<file path="src/rtl/led_fade_driver.sv">
// led_fade_driver: three-lamp PWM driver that turns on/off requests into brightness ramps.
// Target and PWM drive are registered; each level moves RAMP_STEP once every RAMP_DIV enabled cycles.
module led_fade_driver #(
  parameter int PWM_BITS  = 8,
  parameter int RAMP_DIV  = 4,
  parameter int RAMP_STEP = 32
) (
  input  logic                  clk,
  input  logic                  reset,
  input  logic [2:0]            led_in,
  input  logic                  enable,
  output logic [2:0]            pwm_out,
  output logic [3*PWM_BITS-1:0] level,
  output logic [2:0]            busy
);

  localparam int                  CNT_W    = $clog2(RAMP_DIV);
  localparam logic [PWM_BITS-1:0] MAX      = {PWM_BITS{1'b1}};
  localparam logic [CNT_W-1:0]    DIV_LAST = CNT_W'(RAMP_DIV - 1);
  localparam logic [PWM_BITS:0]   STEP     = (PWM_BITS + 1)'(RAMP_STEP);

  logic [2:0]          target;
  logic [PWM_BITS-1:0] pwm_cnt;
  logic [CNT_W-1:0]    ramp_cnt;
  logic                ramp_tick;

  assign ramp_tick = enable && (ramp_cnt == DIV_LAST);

  // ramp_cnt holds its phase while disabled so a resumed ramp keeps its cadence
  always_ff @(posedge clk or posedge reset) begin
    if (reset) begin
      target   <= '0;
      pwm_cnt  <= '0;
      ramp_cnt <= '0;
    end else begin
      target  <= led_in;
      pwm_cnt <= pwm_cnt + 1'b1;
      if (enable) begin
        ramp_cnt <= ramp_tick ? '0 : ramp_cnt + 1'b1;
      end
    end
  end

  for (genvar i = 0; i < 3; i++) begin : g_ch
    logic [PWM_BITS-1:0] lvl_q;
    logic [PWM_BITS-1:0] lvl_nxt;
    logic [PWM_BITS-1:0] tgt_val;
    logic [PWM_BITS:0]   sum;
    logic [PWM_BITS:0]   diff;
    logic                pwm_q;

    assign tgt_val = target[i] ? MAX : '0;
    assign sum     = {1'b0, lvl_q} + STEP;
    // the extra MSB acts as the borrow, so underflow is seen before truncation
    assign diff    = {1'b0, lvl_q} - STEP;

    always_comb begin
      lvl_nxt = lvl_q;
      if (lvl_q < tgt_val) begin
        lvl_nxt = sum[PWM_BITS] ? MAX : sum[PWM_BITS-1:0];
      end else if (lvl_q > tgt_val) begin
        lvl_nxt = diff[PWM_BITS] ? '0 : diff[PWM_BITS-1:0];
      end
    end

    always_ff @(posedge clk or posedge reset) begin
      if (reset) begin
        lvl_q <= '0;
        pwm_q <= 1'b0;
      end else begin
        if (ramp_tick) begin
          lvl_q <= lvl_nxt;
        end
        pwm_q <= (lvl_q == MAX) || (lvl_q > pwm_cnt);
      end
    end

    assign level[i*PWM_BITS +: PWM_BITS] = lvl_q;
    assign busy[i]                        = (lvl_q != tgt_val);
    assign pwm_out[i]                     = pwm_q;
  end

endmodule

</file>
<file path="config.mk">
export PLATFORM = sky130hd
export DESIGN_NAME = led_fade_driver
export DESIGN_NICKNAME = d
export VERILOG_FILES = /design/src/rtl/led_fade_driver.sv
export SDC_FILE = /design/constraint.sdc
export NUM_CORES = 1
export LEC_CHECK = 0
export ABC_AREA = 1
export BUFFER_PORTS_ARGS = -buffer_cell sky130_fd_sc_hd__buf_4
export CORE_ASPECT_RATIO = 1.5
export CORE_UTILIZATION = 54
export CTS_BUF_LIST = sky130_fd_sc_hd__clkbuf_4
export CTS_CLUSTER_DIAMETER = 200
export DETAILED_ROUTE_END_ITERATION = 7
export GPL_ROUTABILITY_DRIVEN = 0
export PLACE_DENSITY_LB_ADDON = 0.1
export SLEW_MARGIN = 20
export SYNTH_ARGS = -nofsm -noshare
export SYNTH_HDL_FRONTEND = slang
export SYNTH_SLANG_ARGS = --single-unit
</file>
<file path="constraint.sdc">
create_clock -name clk -period 1.8 [get_ports clk]
set_clock_uncertainty 0.1 [all_clocks]
set_input_delay 0.18 -clock clk [delete_from_list [all_inputs] [get_ports clk]]
set_output_delay 0.18 -clock clk [all_outputs]
set_load 0.02 [all_outputs]
</file>
After elaboration in Yosys (flattened, before gate mapping) --
Cells that the tools add are included. W data, S select, Z words.
Word-level totals: flip-flop bits (word level) 40, bits in latches 0, memory bits (writable) 0, bits in read-only memories 0, word-level logic and storage cells 59, memories 0
Operators by class: $add $sub $neg 8, multipliers 0, div/mod/pow operators 0, $lt $le $gt $ge 9, equal/unequal tests 7, shift operators 0, mux-type cells 16, bitwise gates (word level) 0, reductions and logical operators 10
Operators with widths (count):
- $mux W8 | 15
- $gt A8 B8 Y1 | 6
- $add A8 B6 Y9 const B | 3
- $sub A8 B6 Y9 const B | 3
- $eq A8 B8 Y1 const B | 3
- $lt A8 B8 Y1 | 3
- $ne A8 B8 Y1 | 3
- $add A8 B1 Y8 const B | 1
- $reduce_and A2 Y1 | 3
- $reduce_bool A2 Y1 | 3
- $logic_or A1 B1 Y1 | 3
- $add A2 B1 Y2 const B | 1
- $eq A2 B2 Y1 const B | 1
- $mux W2 | 1
- $logic_and A1 B1 Y1 | 1

Longest topological paths before layout --
depth after elaboration 4, depth in mapped cells 10

Least setup slack after synthesis --
OpenSTA, ideal clock, no wires.
kind register -> register, from reg g_ch[2].lvl_q[3], to reg g_ch[2].lvl_q[5], setup time 0.066 ns, arrival 1.676 ns, required time 1.634 ns, path slack -0.041 ns, cell stages (with the launch flop) 10, buffers on the path 0, path through dfrtp_1 inv_1 ha_1 nand2_1 nor2_4 nand2_2 nand3_4 a21oi_1 nand2_1 nand2_1
On the way: cells in the longest elaborated chain, start to end 4, elaborated cells on any way between the ends 10, classes of those cells 2 x add/sub; 2 x order compare; 4 x mux; 2 x reduce/logical
Ends and longest elaborated chain:
- from (decl) | RTL line 45 | logic [PWM_BITS-1:0] lvl_q;
- from (signal assigned) | RTL line 72 | lvl_q <= lvl_nxt;
- $sub A8 B6 Y9 | RTL line 55 | assign diff = {1'b0, lvl_q} - STEP;
- $mux W8 | RTL line 62 | lvl_nxt = diff[PWM_BITS] ? '0 : diff[PWM_BITS-1:0];
- $mux W8 | RTL line 61 | end else if (lvl_q > tgt_val) begin
- $mux W8 | RTL line 59 | if (lvl_q < tgt_val) begin
Parallel ways exist; a longest one is shown, timed or not. The select of a mux whose other input is x is not followed. A chain may end at the register's enable or synchronous reset.

Final worst setup path --
from reg target[1], to out busy[1]
On the way: cells in the longest elaborated chain, start to end 2
Ends and longest elaborated chain:
- from (decl) | RTL line 22 | logic [2:0] target;
- from (signal assigned) | RTL line 36 | target <= led_in;
- $mux W8 | RTL line 52 | assign tgt_val = target[i] ? MAX : '0;
- $ne A8 B8 Y1 | RTL line 79 | assign busy[i] = (lvl_q != tgt_val);
- to (decl) | RTL line 14 | output logic [2:0] busy
Every way passes these cells.

==> flow_summary.json <==
{
  "p_leak_nw": 1.814,
  "viasPerCell": 4.949,
  "hold_violations": 0,
  "p_per_area_mw_per_mm2": 1554,
  "final_common_cell": "nand2_1",
  "fmax_mhz": 556.9,
  "drt-met1-wl_microns": 2474,
  "antenna_found_initial": 0,
  "cap_violations": 0,
  "via_count": 2326,
  "total_power_mw": 5.196,
  "fin_setup_tns_ns": 0,
  "htreeDepth": 1,
  "comb_power_share_pct": 75.7,
  "ys_warn_count": 0,
  "crit_path_end_kind": "output pin",
  "synth_top_cell_area_share_pct": 26.54,
  "drtIter0Drc": 103,
  "antenna_left": 0,
  "crit_start": "target[1]$_DFF_PP0_",
  "r2r_start": "target[0]$_DFF_PP0_",
  "worstPathMaxFanout": 2,
  "worst-path-buf-inv": 3,
  "route.met3.wl_microns": 87,
  "clockRootBuffer": "clkbuf_4",
  "cp_cell_sequence": "buf_4 -> ha_4 -> nand2_2 -> nor2_4 -> inv_2 -> buf_6",
  "synthTopCellsByArea": "dfrtp_1 27%, ha_1 22%, nand2_1 15%, inv_1 7.0%, buf_4 4.3%",
  "dp_hpwl_microns": 4163,
  "pin_count": 36,
  "path_delay_family": "flip-flops",
  "cp.required_ns": 1.52,
  "die-area_sq_mm": 0.005178,
  "startpoint_type": "register",
  "tritoncts": "done",
  "outcome": "completed",
  "start_util_pct": 57.18,
  "setup_viol_count_final": 0,
  "fin_crit_sh_pct": 99.75,
  "n_antenna_cell": 0,
  "wl_microns": 5895,
  "fin_cells": 470,
  "grt_pass1_wl_microns": 9252,
  "die_h_microns": 87.64,
  "swShare_pct": 50.20,
  "num_rows": 30,
  "ys_ff_latch": 28,
  "fillers": 375,
  "dp_cells": 450,
  "critPathKind": "reg -> out",
  "core-area_sq_mm": 0.004617,
  "hold_path_class": "in -> async",
  "wl_per_cell_microns": 12.54,
  "clk_path_buf_depth": 2,
  "cts.clk_slew.worst_paths_ns": 0.16,
  "place.port_buffers": 35,
  "grt_max_degree": 29,
  "syn_avg_cell_area_sq_um": 7.500,
  "slowest_stage": "dfrtp_1",
  "drt_first_pass_iters": 4,
  "nNetsFinal": 460,
  "highest_layer": "met4",
  "holdWs_ns": 0.3474,
  "synth.largest_area_cell": "dfrtp_1",
  "dr_wl_met2_microns": 3208,
  "layout_common_cells": "104 x nand2_1, 58 x buf_4, 43 x inv_1",
  "critPathMaxStageDelay_ns": 0.43,
  "rsz0062_at_grt": "yes",
  "synth_cell_types": 24,
  "drc": 0,
  "seq_area_frac_synth_pct": 26.54,
  "slew_headroom_pct": 71.64,
  "p_sw_mw": 2.608,
  "synthCells": 352,
  "clkPwrFrac_pct": 5.7,
  "seq_power_share_pct": 18.6,
  "layout-drive-gt1-share_pct": 27.83,
  "crit_arrival_ns": 1.52,
  "insertion_delay_ns": 0.33,
  "finalCriticalPeriod_ns": 1.796,
  "syn-num-nets": 405,
  "numCtsBuffers": 3,
  "cts.sinks": 28,
  "syn2layout_area_growth_pct": 26.64,
  "peakVddDrop_uv": 996.3,
  "grt_pass1_vias": 2147,
  "grt_overflow": 0,
  "track_usage_pct": 22.81,
  "intPower_mw": 2.588,
  "worstMarginPinSlew_ns": 0.4222,
  "synth.cell_area_sq_mm": 0.002640,
  "die_width_microns": 59.09,
  "drv_slew": 0
}
repair_timing:
action / 4_1_cts / 5_1_grt
pin swaps: 3 / 15
hold endpoints to repair: 32 / 0
setup buffers: 6 / 5
gates resized for setup: 5 / 32
hold buffers: 5 / 0
setup endpoints to repair: 3 / 15
worst min-delay path: cells and delay by family:
family   cells  cell delay (ns)
buf+inv      4             1.04
power by group through the flow:
| stage | combinational (mW) | sequential, mW | clock, mW |
|---|---|---|---|
| 2_1_floorplan | 2.31 | 1.25 | 0 |
| 3_3_place_gp | 3.45 | 0.948 | 0 |
| 3_5_place_dp | 3.51 | 0.955 | 0 |
| 4_1_cts | 3.62 | 0.932 | 0.306 |
| 5_1_grt | 4.40 | 0.985 | 0.324 |
| 6_report | 3.93 | 0.966 | 0.297 |
sequential cells by signal (all words and copies together) (netlist names):
signal,flops
g_ch.lvl_q,12
g_ch.pwm_q,3
pwm_cnt,8
ramp_cnt,2
target,3
final timing paths:
check / end / slack, ns / depth (start not counted)
worst max-delay path: busy[1] / 0.004 / 6
worst min-delay path: ramp_cnt[0]$_DFFE_PP0P_ / 0.35 / 4
worst max register to register: g_ch[0].lvl_q[3]$_DFFE_PP0P_ / 0.06 / 10
worst min register to register: ramp_cnt[0]$_DFFE_PP0P_ / 0.38 / 1
max in group asynchronous: g_ch[2].lvl_q[3]$_DFFE_PP0P_ / 0.96 / 4
min in group clk: ramp_cnt[0]$_DFFE_PP0P_ / 0.38 / 1
metrics by stage:
| stage | util [%] | setup WS, ns | area, sq um |
|---|---|---|---|
| 2_1_floorplan | - | 0.08597 | 2644 |
| 3_3_place_gp | 64.50 | 0.1365 | 2978 |
| 3_5_place_dp | 64.50 | 0.09720 | 2978 |
| 4_1_cts | 67.43 | 0.001001 | 3113 |
| 5_1_grt | 72.41 | -0.05954 | 3343 |
| 6_report | 72.41 | 0.004446 | 3343 |
synth_stat cells:
library cell  instances
buf_2                 1
nor2_1               15
o21a_1                3
xor2_1                6
o21ai_0               5
mux2_2                1
nand2_2              10
inv_2                 1
ha_1                 47
xnor2_1               4
buf_4                15
inv_1                49
dfrtp_1              28
nor3_2                1
nor2_4                3
clkinv_1              1
a21oi_1              20
nand3_4               3
buf_6                 1
nand4_1              10
nand3_1              16
nor3_1                3
or2_0                 1
nand2_1             108
cell families (layout without fill, tap and decap cells):
family	Yosys count	count (layout)	share of synthesized area (%)
and+or+nand+nor	170	170	29.72
buffers and inverters	68	122	12.13
adders and majority gates	47	47	22.27
AOI/OAI and AO/OA	28	28	5.592
DFF	28	28	26.54
xor gates and xnor gates	10	10	3.317
muxes	1	1	0.4265
final cells by class:
| class | count | area, sq um | area share (%) |
|---|---|---|---|
| Inverter | 51 | 193.9 | 5.801 |
| Clock buffer | 4 | 30.03 | 0.8982 |
| Timing Repair Buffer | 67 | 530.5 | 15.87 |
| Sequential cell | 28 | 704.4 | 21.07 |
| Tap cell | 64 | 80.08 | 2.395 |
| Multi-Input combinational cell | 256 | 1804 | 53.97 |
layer usage:
layer	vias to the layer above	track usage, %
li1	1219	-
met1	1059	26.50
met2	35	43.49
met3	13	2.216
met4	0	5.844
met5	-	0
Power figures use the tool's default switching activity.
